**src/rtl/buffer_load_ctrl.sv**
```systemverilog
// -----------------------------------------------------------------------------
// buffer_load_ctrl
//
// Upstream feeder of the sequence buffer. Accepts query/database beats from the
// host over a valid/ready handshake, turns each accepted beat into a one-cycle
// buffer write (strobe + register index + registered beat data), and tracks
// when a complete query/database pair is resident until the alignment
// controller releases it.
//
// Optional feature (compile-time macro BUFF_LOAD_TIMEOUT_EN):
//   When defined, a stall counter aborts a LOAD that has gone TIMEOUT_CYCLES
//   consecutive cycles without an accepted beat, and pulses load_err.
//   When undefined, load_err is tied low and LOAD waits indefinitely.
//
// Ports:
//   clk               in   rising-edge clock
//   rst_n             in   synchronous active-low reset
//   start             in   one-cycle request to begin loading a new pair
//   release_seq       in   alignment controller done with resident pair
//   abort             in   cancel an in-progress load
//   in_valid          in   host beat valid
//   in_ready          out  block can accept a beat (LOAD and no abort)
//   query_in          in   query beat
//   database_in       in   database beat
//   wr_en_buff        out  buffer write strobe, one cycle per accepted beat
//   count             out  buffer register index of the current write
//   query_data_out    out  registered query beat (0 when not writing)
//   database_data_out out  registered database beat (0 when not writing)
//   load_done         out  pulse concurrent with the final write of a load
//   seq_ready         out  level, buffer holds a complete pair
//   busy              out  high while in LOAD
//   load_err          out  pulse on timeout abort
// -----------------------------------------------------------------------------
module buffer_load_ctrl #(
  parameter int NUM_BUFF_REGS  = 4,
  parameter int BUFF_CNT_W     = 2,
  parameter int INPUT_WIDTH    = 32,
  parameter int TIMEOUT_CYCLES = 255
) (
  input  logic                   clk,
  input  logic                   rst_n,
  input  logic                   start,
  input  logic                   release_seq,
  input  logic                   abort,
  input  logic                   in_valid,
  output logic                   in_ready,
  input  logic [INPUT_WIDTH-1:0] query_in,
  input  logic [INPUT_WIDTH-1:0] database_in,
  output logic                   wr_en_buff,
  output logic [BUFF_CNT_W-1:0]  count,
  output logic [INPUT_WIDTH-1:0] query_data_out,
  output logic [INPUT_WIDTH-1:0] database_data_out,
  output logic                   load_done,
  output logic                   seq_ready,
  output logic                   busy,
  output logic                   load_err
);

  // Reject parameter sets the index/terminal-count logic cannot represent.
  if (NUM_BUFF_REGS < 2 || TIMEOUT_CYCLES < 1 ||
      (1 << BUFF_CNT_W) < NUM_BUFF_REGS) begin : g_bad_cfg
    $error("buffer_load_ctrl: invalid parameter combination");
  end

  typedef enum logic [1:0] {
    ST_IDLE = 2'd0,
    ST_LOAD = 2'd1,
    ST_FULL = 2'd2
  } state_e;

  localparam logic [BUFF_CNT_W-1:0] LAST_IDX = BUFF_CNT_W'(NUM_BUFF_REGS - 1);
  localparam logic [BUFF_CNT_W-1:0] CNT_ONE  = BUFF_CNT_W'(1);

  state_e                 state_q,     state_d;
  logic [BUFF_CNT_W-1:0]  beat_cnt_q,  beat_cnt_d;
  logic                   wr_en_q,     wr_en_d;
  logic [BUFF_CNT_W-1:0]  count_q,     count_d;
  logic [INPUT_WIDTH-1:0] q_data_q,    q_data_d;
  logic [INPUT_WIDTH-1:0] db_data_q,   db_data_d;
  logic                   load_done_q, load_done_d;
  logic                   seq_ready_q, seq_ready_d;

  logic accept;
  logic timeout;

  // in_ready depends only on state and abort, so a combinational path from
  // in_valid back to in_ready can never form.
  assign in_ready = (state_q == ST_LOAD) && !abort;
  assign accept   = in_valid && in_ready;

`ifdef BUFF_LOAD_TIMEOUT_EN
  localparam int STALL_W = $clog2(TIMEOUT_CYCLES + 1);
  localparam logic [STALL_W-1:0] STALL_LAST = STALL_W'(TIMEOUT_CYCLES - 1);
  localparam logic [STALL_W-1:0] STALL_ONE  = STALL_W'(1);

  logic [STALL_W-1:0] stall_q, stall_d;
  logic               load_err_q;

  // The cycle whose idle edge would bring the counter to TIMEOUT_CYCLES is
  // the timeout cycle; an abort in the same cycle takes precedence.
  assign timeout = (state_q == ST_LOAD) && !abort && !accept &&
                   (stall_q == STALL_LAST);

  always_comb begin
    stall_d = '0;
    if (state_q == ST_LOAD && !accept && !timeout) begin
      stall_d = stall_q + STALL_ONE;
    end
  end

  always_ff @(posedge clk) begin
    if (!rst_n) begin
      stall_q    <= '0;
      load_err_q <= 1'b0;
    end else begin
      stall_q    <= stall_d;
      load_err_q <= timeout;
    end
  end

  assign load_err = load_err_q;
`else
  assign timeout  = 1'b0;
  assign load_err = 1'b0;
`endif

  // NOTE: every variable assigned in this block gets a default first, so no
  // path through the case leaves one unassigned and no latch is inferred.
  always_comb begin
    state_d     = state_q;
    beat_cnt_d  = beat_cnt_q;
    seq_ready_d = 1'b0;

    // Write-side outputs are pure functions of this cycle's accept; the data
    // and index are zeroed when no write is happening.
    wr_en_d     = accept;
    count_d     = accept ? beat_cnt_q  : '0;
    q_data_d    = accept ? query_in    : '0;
    db_data_d   = accept ? database_in : '0;
    load_done_d = accept && (beat_cnt_q == LAST_IDX);

    unique case (state_q)
      ST_IDLE: begin
        if (start) begin
          state_d    = ST_LOAD;
          beat_cnt_d = '0;
        end
      end

      ST_LOAD: begin
        if (abort || timeout) begin
          state_d    = ST_IDLE;
          beat_cnt_d = '0;
        end else if (accept) begin
          if (beat_cnt_q == LAST_IDX) begin
            // Leaving at the terminal count means the counter never wraps.
            state_d    = ST_FULL;
            beat_cnt_d = '0;
          end else begin
            beat_cnt_d = beat_cnt_q + CNT_ONE;
          end
        end
      end

      ST_FULL: begin
        // seq_ready trails load_done by one cycle, so the final write has
        // committed before the pair is advertised.
        if (release_seq) begin
          state_d = ST_IDLE;
        end else begin
          seq_ready_d = 1'b1;
        end
      end

      default: begin
        state_d    = ST_IDLE;
        beat_cnt_d = '0;
      end
    endcase
  end

  // NOTE: the reset is synchronous, so it lives inside the clocked branch
  // rather than in the sensitivity list; all state uses non-blocking
  // assignments so every flop samples pre-edge values.
  always_ff @(posedge clk) begin
    if (!rst_n) begin
      state_q     <= ST_IDLE;
      beat_cnt_q  <= '0;
      wr_en_q     <= 1'b0;
      count_q     <= '0;
      q_data_q    <= '0;
      db_data_q   <= '0;
      load_done_q <= 1'b0;
      seq_ready_q <= 1'b0;
    end else begin
      state_q     <= state_d;
      beat_cnt_q  <= beat_cnt_d;
      wr_en_q     <= wr_en_d;
      count_q     <= count_d;
      q_data_q    <= q_data_d;
      db_data_q   <= db_data_d;
      load_done_q <= load_done_d;
      seq_ready_q <= seq_ready_d;
    end
  end

  assign wr_en_buff        = wr_en_q;
  assign count             = count_q;
  assign query_data_out    = q_data_q;
  assign database_data_out = db_data_q;
  assign load_done         = load_done_q;
  assign seq_ready         = seq_ready_q;
  assign busy              = (state_q == ST_LOAD);

endmodule

```
**config.mk**
```make
export PLATFORM = sky130hd
export DESIGN_NAME = buffer_load_ctrl
export DESIGN_NICKNAME = d
export VERILOG_FILES = /design/src/rtl/buffer_load_ctrl.sv
export SDC_FILE = /design/constraint.sdc
export NUM_CORES = 1
export LEC_CHECK = 0
export ABC_CLOCK_PERIOD_IN_PS = 1440
export BUFFER_PORTS_ARGS = -buffer_cell sky130_fd_sc_hd__buf_4
export CORE_AREA = 10 10 92 86
export CTS_CLUSTER_DIAMETER = 30
export CTS_CLUSTER_SIZE = 40
export DETAILED_ROUTE_END_ITERATION = 8
export DIE_AREA = 0 0 102 96
export PLACE_DENSITY = 0.72
export SYNTH_ARGS = -nofsm -noshare
export SYNTH_HDL_FRONTEND = slang
export SYNTH_SLANG_ARGS = --single-unit
```
**constraint.sdc**
```tcl
create_clock -name clk -period 1.44 [get_ports clk]
set_clock_uncertainty 0.15 [all_clocks]
set_input_delay 0.144 -clock clk [delete_from_list [all_inputs] [get_ports clk]]
set_output_delay 0.144 -clock clk [all_outputs]
set_load 0.05 [all_outputs]
```
==> impl_metrics.yaml, run 1 <==
status:
  status: "finished, violations left"
  violations: "setup timing"
yosys:
  ys_warn_count: 0
  synth_top_cell_by_area: "dfxtp_1"
  synth_cell_types: 23
  syn-cell-area_mm2: 0.00209
  ys_top_cells_by_area: "dfxtp_1 70%, and2_1 20%, buf_6 1.1%"
  yosysMostFrequentCell: "dfxtp_1"
  synth_cells: 169
  synth_common_cells: "73 x dfxtp_1, 66 x and2_1, 4 x clkbuf_2"
  async_flop_share: 0
  synth.top_cell.area_share: 0.701
  synth_edf_count: 0
  synth-seq-area-share: 0.701
  synth_ff_type: "dfxtp_1"
  syn-num-nets: 240
  yosys_register_bits: 73
  syn_area_per_cell_um2: 12.3
power_and_ir_drop:
  p_total_mw: 4.30
  internal_power_mw: 3.37
  switching_share: 0.216
  leakage_nw: 2.05
  switchingPower_mw: 0.930
  pwr-share-clk: 0.407
  power-per-cell-area_mw_per_mm2: 1010
  power.combinational.fraction: 0.116
  sequentialPowerShare: 0.476
  peakVddDrop_uv: 546
job:
  maxCapViolCount: 0
clock_tree:
  clkTransAtPathRegs_ns: 0.07
  htreeDepth: 3
  clockBufferDepth: 2
  root_buffer: "clkbuf_8"
  clkSinkCount: 73
  clkLatencyLatePin_ns: 0.33
  cts_inserted_buffers: 9
  cts_tree: "done"
critical_path:
  r2r_end: "database_data_out[17]$_SDFF_PN0_"
  r2r_start: "state_q[0]$_SDFFE_PN0P_"
  crit_fanout: 4
  r2r.worst_path.cells: 4
  required_ns: 1.15
  crit_type: "reg -> out"
  arrival_ns: 1.17
  timing.critical_path.from: "state_q[0]$_SDFFE_PN0P_"
  critPathLaunchType: "flip-flop"
  rrSetupSlack_ns: -0.01
  endpoint_kind: "output port"
sta:
  finalCritPeriodShare: 1.01
  holdWs_ns: 0.0546
  finalCriticalPeriod_ns: 1.46
  finalMaxSlewViolations: 0
  hold_violations: 0
  setup_viol: 3
  rsz0062_at_grt: "yes"
  timing.fmax_mhz: 684
  timing.final.ws_setup_ns: -0.0210
route:
  wl_per_cell_um: 16.0
  drc: 0
  ant_nets: 0
  vias: 1937
  drt-total-wl_um: 7530
  firstDrtPassIters: 4
  drt_iter0_drc: 31
  vias_per_cell: 4.13
floorplan:
  die_area_mm2: 0.00979
  fp.dieW_um: 102
  core-area_mm2: 0.00601
  rows: 27
  initial_core_util: 0.347
  die_h_um: 96
  ios: 142
global_routing:
  grtUsageTotal: 0.141
  grt_max_degree: 58
  overflow: 0
  grt_pass1_vias: 2049
  grt_first_pass_wirelength_um: 10700
  antenna_found_initial: 1
hold_path:
  hold_depth: 3
  min_from: "abort"
  min_to: "load_done$_SDFF_PN0_"
  hold_path.class: "in -> reg"
finish:
  final_nets: 462
  final_area_mm2: 0.00427
  fillers: 444
  multi_input_area_um2: 574
  final-seq-area_mm2: 0.00147
  fin_util: 0.710
  synthToLayoutAreaGrowth_pct: 105
  drive_gt1_frac: 0.437
placement:
  pre_cts_slack_ns: 0.0391
  detailed_place_hpwl_um: 4500
  io_buffers: 140
  gp_congestion: 0.690
  postPlaceCellArea_mm2: 0.00321
==> power groups by stage <==
stage          sequential (mW)  clock [mW]  combinational [mW]
5_1_grt                   2.05        1.90               0.529
3_5_place_dp              2.10           0               0.312
4_1_cts                   2.05        1.80               0.475
2_1_floorplan             2.17           0              0.0573
3_3_place_gp              2.10           0               0.309
6_report                  2.05        1.75               0.500
==> cell usage in the layout (no fill, tap or decap) <==
cell type,count
dfxtp_4,1
conb_1,1
clkbuf_8,10
buf_4,143
dfxtp_2,1
or2b_1,1
clkinv_2,2
dfxtp_1,71
nor3b_1,2
o32ai_1,1
nand2_1,2
and4_1,1
nor2b_1,1
clkinv_4,1
buf_8,2
bufinv_16,2
mux2i_1,1
dlygate4sd3_1,69
a32o_1,2
and2_1,64
inv_2,1
and2_4,2
clkbuf_1,1
diode_2,1
clkbuf_16,3
o21a_1,1
a21oi_1,1
nor3b_4,1
buf_6,2
ha_1,1
nor2_1,1
and3_4,1
buf_12,1
nor3_1,2
==> worst max path at each step <==
stage | endpoint | slack (ns)
final | busy | -0.02
after global routing | busy | -0.08
after detailed placement | query_data_out[11]$_SDFF_PN0_ | 0.04
after global placement | beat_cnt_q[0]$_SDFFE_PN0P_ | 0.07
after CTS | busy | -0.05
after floorplan | database_data_out[16]$_SDFF_PN0_ | -0.32
==> registers in the layout, indices dropped and copies added, names as in the netlist <==
signal,count
wr_en_buff,1
query_data_out,32
seq_ready,1
beat_cnt_q,2
load_done,1
database_data_out,32
state_q,2
count,2
==> critical path, stage by stage (launching register included) <==
cell and delay (ns):
dfxtp_4 0.36, or2b_1 0.27, inv_2 0.07, buf_8 0.14
==> final cells by class <==
cell class                      instances  area share
Clock inverter                          5      0.0185
Tap cell                               72      0.0211
Clock buffer                           11      0.0331
Inverter                                1    0.000879
Sequential cell                        73       0.343
Multi-Input combinational cell         86       0.135
Timing Repair Buffer                  220       0.448
Antenna cell                            1    0.000586
==> repair_timing <==
action | 4_1_cts | 5_1_grt
hold endpoints to repair | 70 | 0
buffers inserted | 2 | 1
cloned | 0 | 5
setup endpoints to repair | 2 | 60
hold buffers | 69 | 0
gates resized for setup | 2 | 8
pin swaps | 0 | 3
==> cell families (layout without fill, tap and decap cells) <==
logic type,Yosys count,after routing,share of synthesized area
buf+inv,10,237,0.0318
fa+ha+maj,1,1,0.00600
simple gates,78,78,0.235
other cells,1,2,0.00180
flops,73,73,0.701
compound gates,5,5,0.0198
mux,1,1,0.00480
==> per-layer routing <==
layer / routed length (µm) / track usage / vias to the layer above
li1: - / - / 968
met1: 2830 / 0.143 / 876
met2: 3850 / 0.249 / 86
met3: 760 / 0.0659 / 7
met4: 82 / 0.0540 / 0
met5: 0 / 0 / -
==> through the flow <==
step / instances / TNS [ns]
2_1_floorplan: 169 / -18.86
3_3_place_gp: 375 / 0
3_5_place_dp: 375 / 0
4_1_cts: 462 / -0.0497
5_1_grt: 469 / -2.43
6_report: 469 / -0.0324
(Power assumes the default switching activity.)
==> run 2: changes to the inputs <==
- MAX_ROUTING_LAYER: default -> met4
==> run 2 against run 1 <==
The flow still finishes with violations (setup timing). Non-clock buffer count is 2 lower. Sequential share of layout area is 0.35 points higher. Critical endpoint unchanged. Flip-flop and latch count stayed put. Maximum frequency hardly changed. Clock power hardly changed. Critical path depth stayed put. Worst hold slack better by 0.0011 ns. Via count is 0.31% lower. Sequential power hardly changed. Register-to-register slack hardly changed.
==> impl_metrics.yaml, run 2 (same netlist as run 1, synthesis figures left out) <==
critical_path:
  worst_path_max_delay_cell: "dfxtp_4"
  critPathLaunchType: "flip-flop"
  required_ns: 1.15
  endpoint_kind: "output port"
  crit_fanout: 4
  path_cells: "or2b_1 > inv_2 > buf_8"
  arrival_ns: 1.17
  crit_type: "reg -> out"
  cp_slowest_stage_delay_ns: 0.36
route:
  vias_per_cell: 4.13
  wl_met3_um: 623
  met1Wirelength_um: 2800
  wl_per_cell_um: 15.6
  wl_met2_um: 3770
  drc: 0
  drt_iter0_drc: 25
  top_layer: "met4"
  vias: 1931
  drt-total-wl_um: 7280
  ant_nets: 0
  firstDrtPassIters: 4
sta:
  holdWs_ns: 0.0558
  rsz0062_at_grt: "yes"
  finalCriticalPeriod_ns: 1.46
  timing.fmax_mhz: 684
  timing.final.ws_setup_ns: -0.0219
  finalCritPeriodShare: 1.02
  hold_violations: 0
  setup_viol: 1
  finalMaxSlewViolations: 0
finish:
  fillers: 448
  multi_input_area_um2: 572
  final_nets: 460
  final_area_mm2: 0.00423
  synthToLayoutAreaGrowth_pct: 103
  final-seq-area_mm2: 0.00147
  layout_commonest_cell: "buf_4"
  layout_common_cells: "143 x buf_4, 71 x dfxtp_1, 69 x dlygate4sd3_1"
  drive_gt1_frac: 0.431
clock_tree:
  cts_tree: "done"
  cts_inserted_buffers: 9
  clockBufferDepth: 2
  root_buffer: "clkbuf_8"
  clkLatencyLatePin_ns: 0.33
  clkSinkCount: 73
  htreeDepth: 3
  clkTransAtPathRegs_ns: 0.07
power_and_ir_drop:
  internal_power_mw: 3.37
  p_total_mw: 4.29
  leakage_nw: 2.03
  sequentialPowerShare: 0.478
  peakVddDrop_uv: 544
  switchingPower_mw: 0.921
  power-per-cell-area_mw_per_mm2: 1010
  switching_share: 0.215
  pwr-share-clk: 0.407
  power.combinational.fraction: 0.115
floorplan:
  core-area_mm2: 0.00601
  rows: 27
  ios: 142
  initial_core_util: 0.347
  die_area_mm2: 0.00979
  die_h_um: 96
  fp.dieW_um: 102
job:
  maxCapViolCount: 0
global_routing:
  overflow: 0
  grt_pass1_vias: 2057
  grt_max_degree: 58
  antenna_found_initial: 1
  grt_first_pass_wirelength_um: 10600
  grtUsageTotal: 0.145
placement:
  io_buffers: 140
  detailed_place_hpwl_um: 4500
  postPlaceCellArea_mm2: 0.00321
  gp_congestion: 0.697
  pre_cts_slack_ns: 0.0391
status:
  violations: "setup timing"
  status: "finished, violations left"
hold_path:
  hold_path.class: "in -> reg"
run 2: cell count changes in the layout (fill, tap and decap cells not counted), sizes merged:
cell	change
clkbuf	-1
buf	-1
run 2: final cells by class:
| cell class | instances | area share |
|---|---|---|
| Timing Repair Buffer | 218 | 0.443 |
| Antenna cell | 1 | 0.000592 |
| Sequential cell | 73 | 0.347 |
| Inverter | 1 | 0.000888 |
| Clock buffer | 11 | 0.0335 |
| Tap cell | 72 | 0.0213 |
| Clock inverter | 5 | 0.0187 |
| Multi-Input combinational cell | 86 | 0.135 |
run 2: final timing paths:
path,start,end,slack (ns),cells after the start
setup / recovery,state_q[0]$_SDFFE_PN0P_,busy,-0.02,3
hold / removal,abort,state_q[0]$_SDFFE_PN0P_,0.06,4
setup reg to reg,state_q[0]$_SDFFE_PN0P_,database_data_out[1]$_SDFF_PN0_,0,4
hold reg to reg,state_q[0]$_SDFFE_PN0P_,seq_ready$_SDFF_PN0_,0.29,1
run 2: what timing repair did:
action | 4_1_cts | 5_1_grt
hold buffers | 69 | 0
setup buffers | 2 | 1
pin swaps | 0 | 2
gates resized for setup | 2 | 6
hold endpoints to repair | 70 | 0
gates cloned | 0 | 3
endpoints found under the setup margin | 2 | 60
run 2: power groups by stage:
stage               registers, mW  clock network (mW)  logic (mW)
floorplan                    2.17                   0      0.0573
global placement             2.10                   0       0.309
detailed placement           2.10                   0       0.312
finish                       2.05                1.75       0.494
CTS                          2.05                1.80       0.475
global route                 2.05                1.90       0.524
run 2: stage by stage:
step,cells,util,setup TNS (ns)
after global placement,375,0.534,0
after global routing,467,0.703,-2.22
final,467,0.703,-0.0219
after detailed placement,375,0.534,0
after floorplan,169,-,-18.86
after CTS,462,0.689,-0.0497
run 2: critical path: cells and delay by family (launching register included):
| kind | cells | cell delay, ns |
|---|---|---|
| and+or+nand+nor | 1 | 0.27 |
| DFF | 1 | 0.36 |
| buffers and inverters | 2 | 0.21 |
run 2: layer usage:
metal	track usage	vias up
met3	0.0530	8
li1	-	965
met2	0.250	87
met1	0.150	871
met4	0.0540	0
met5	-	-
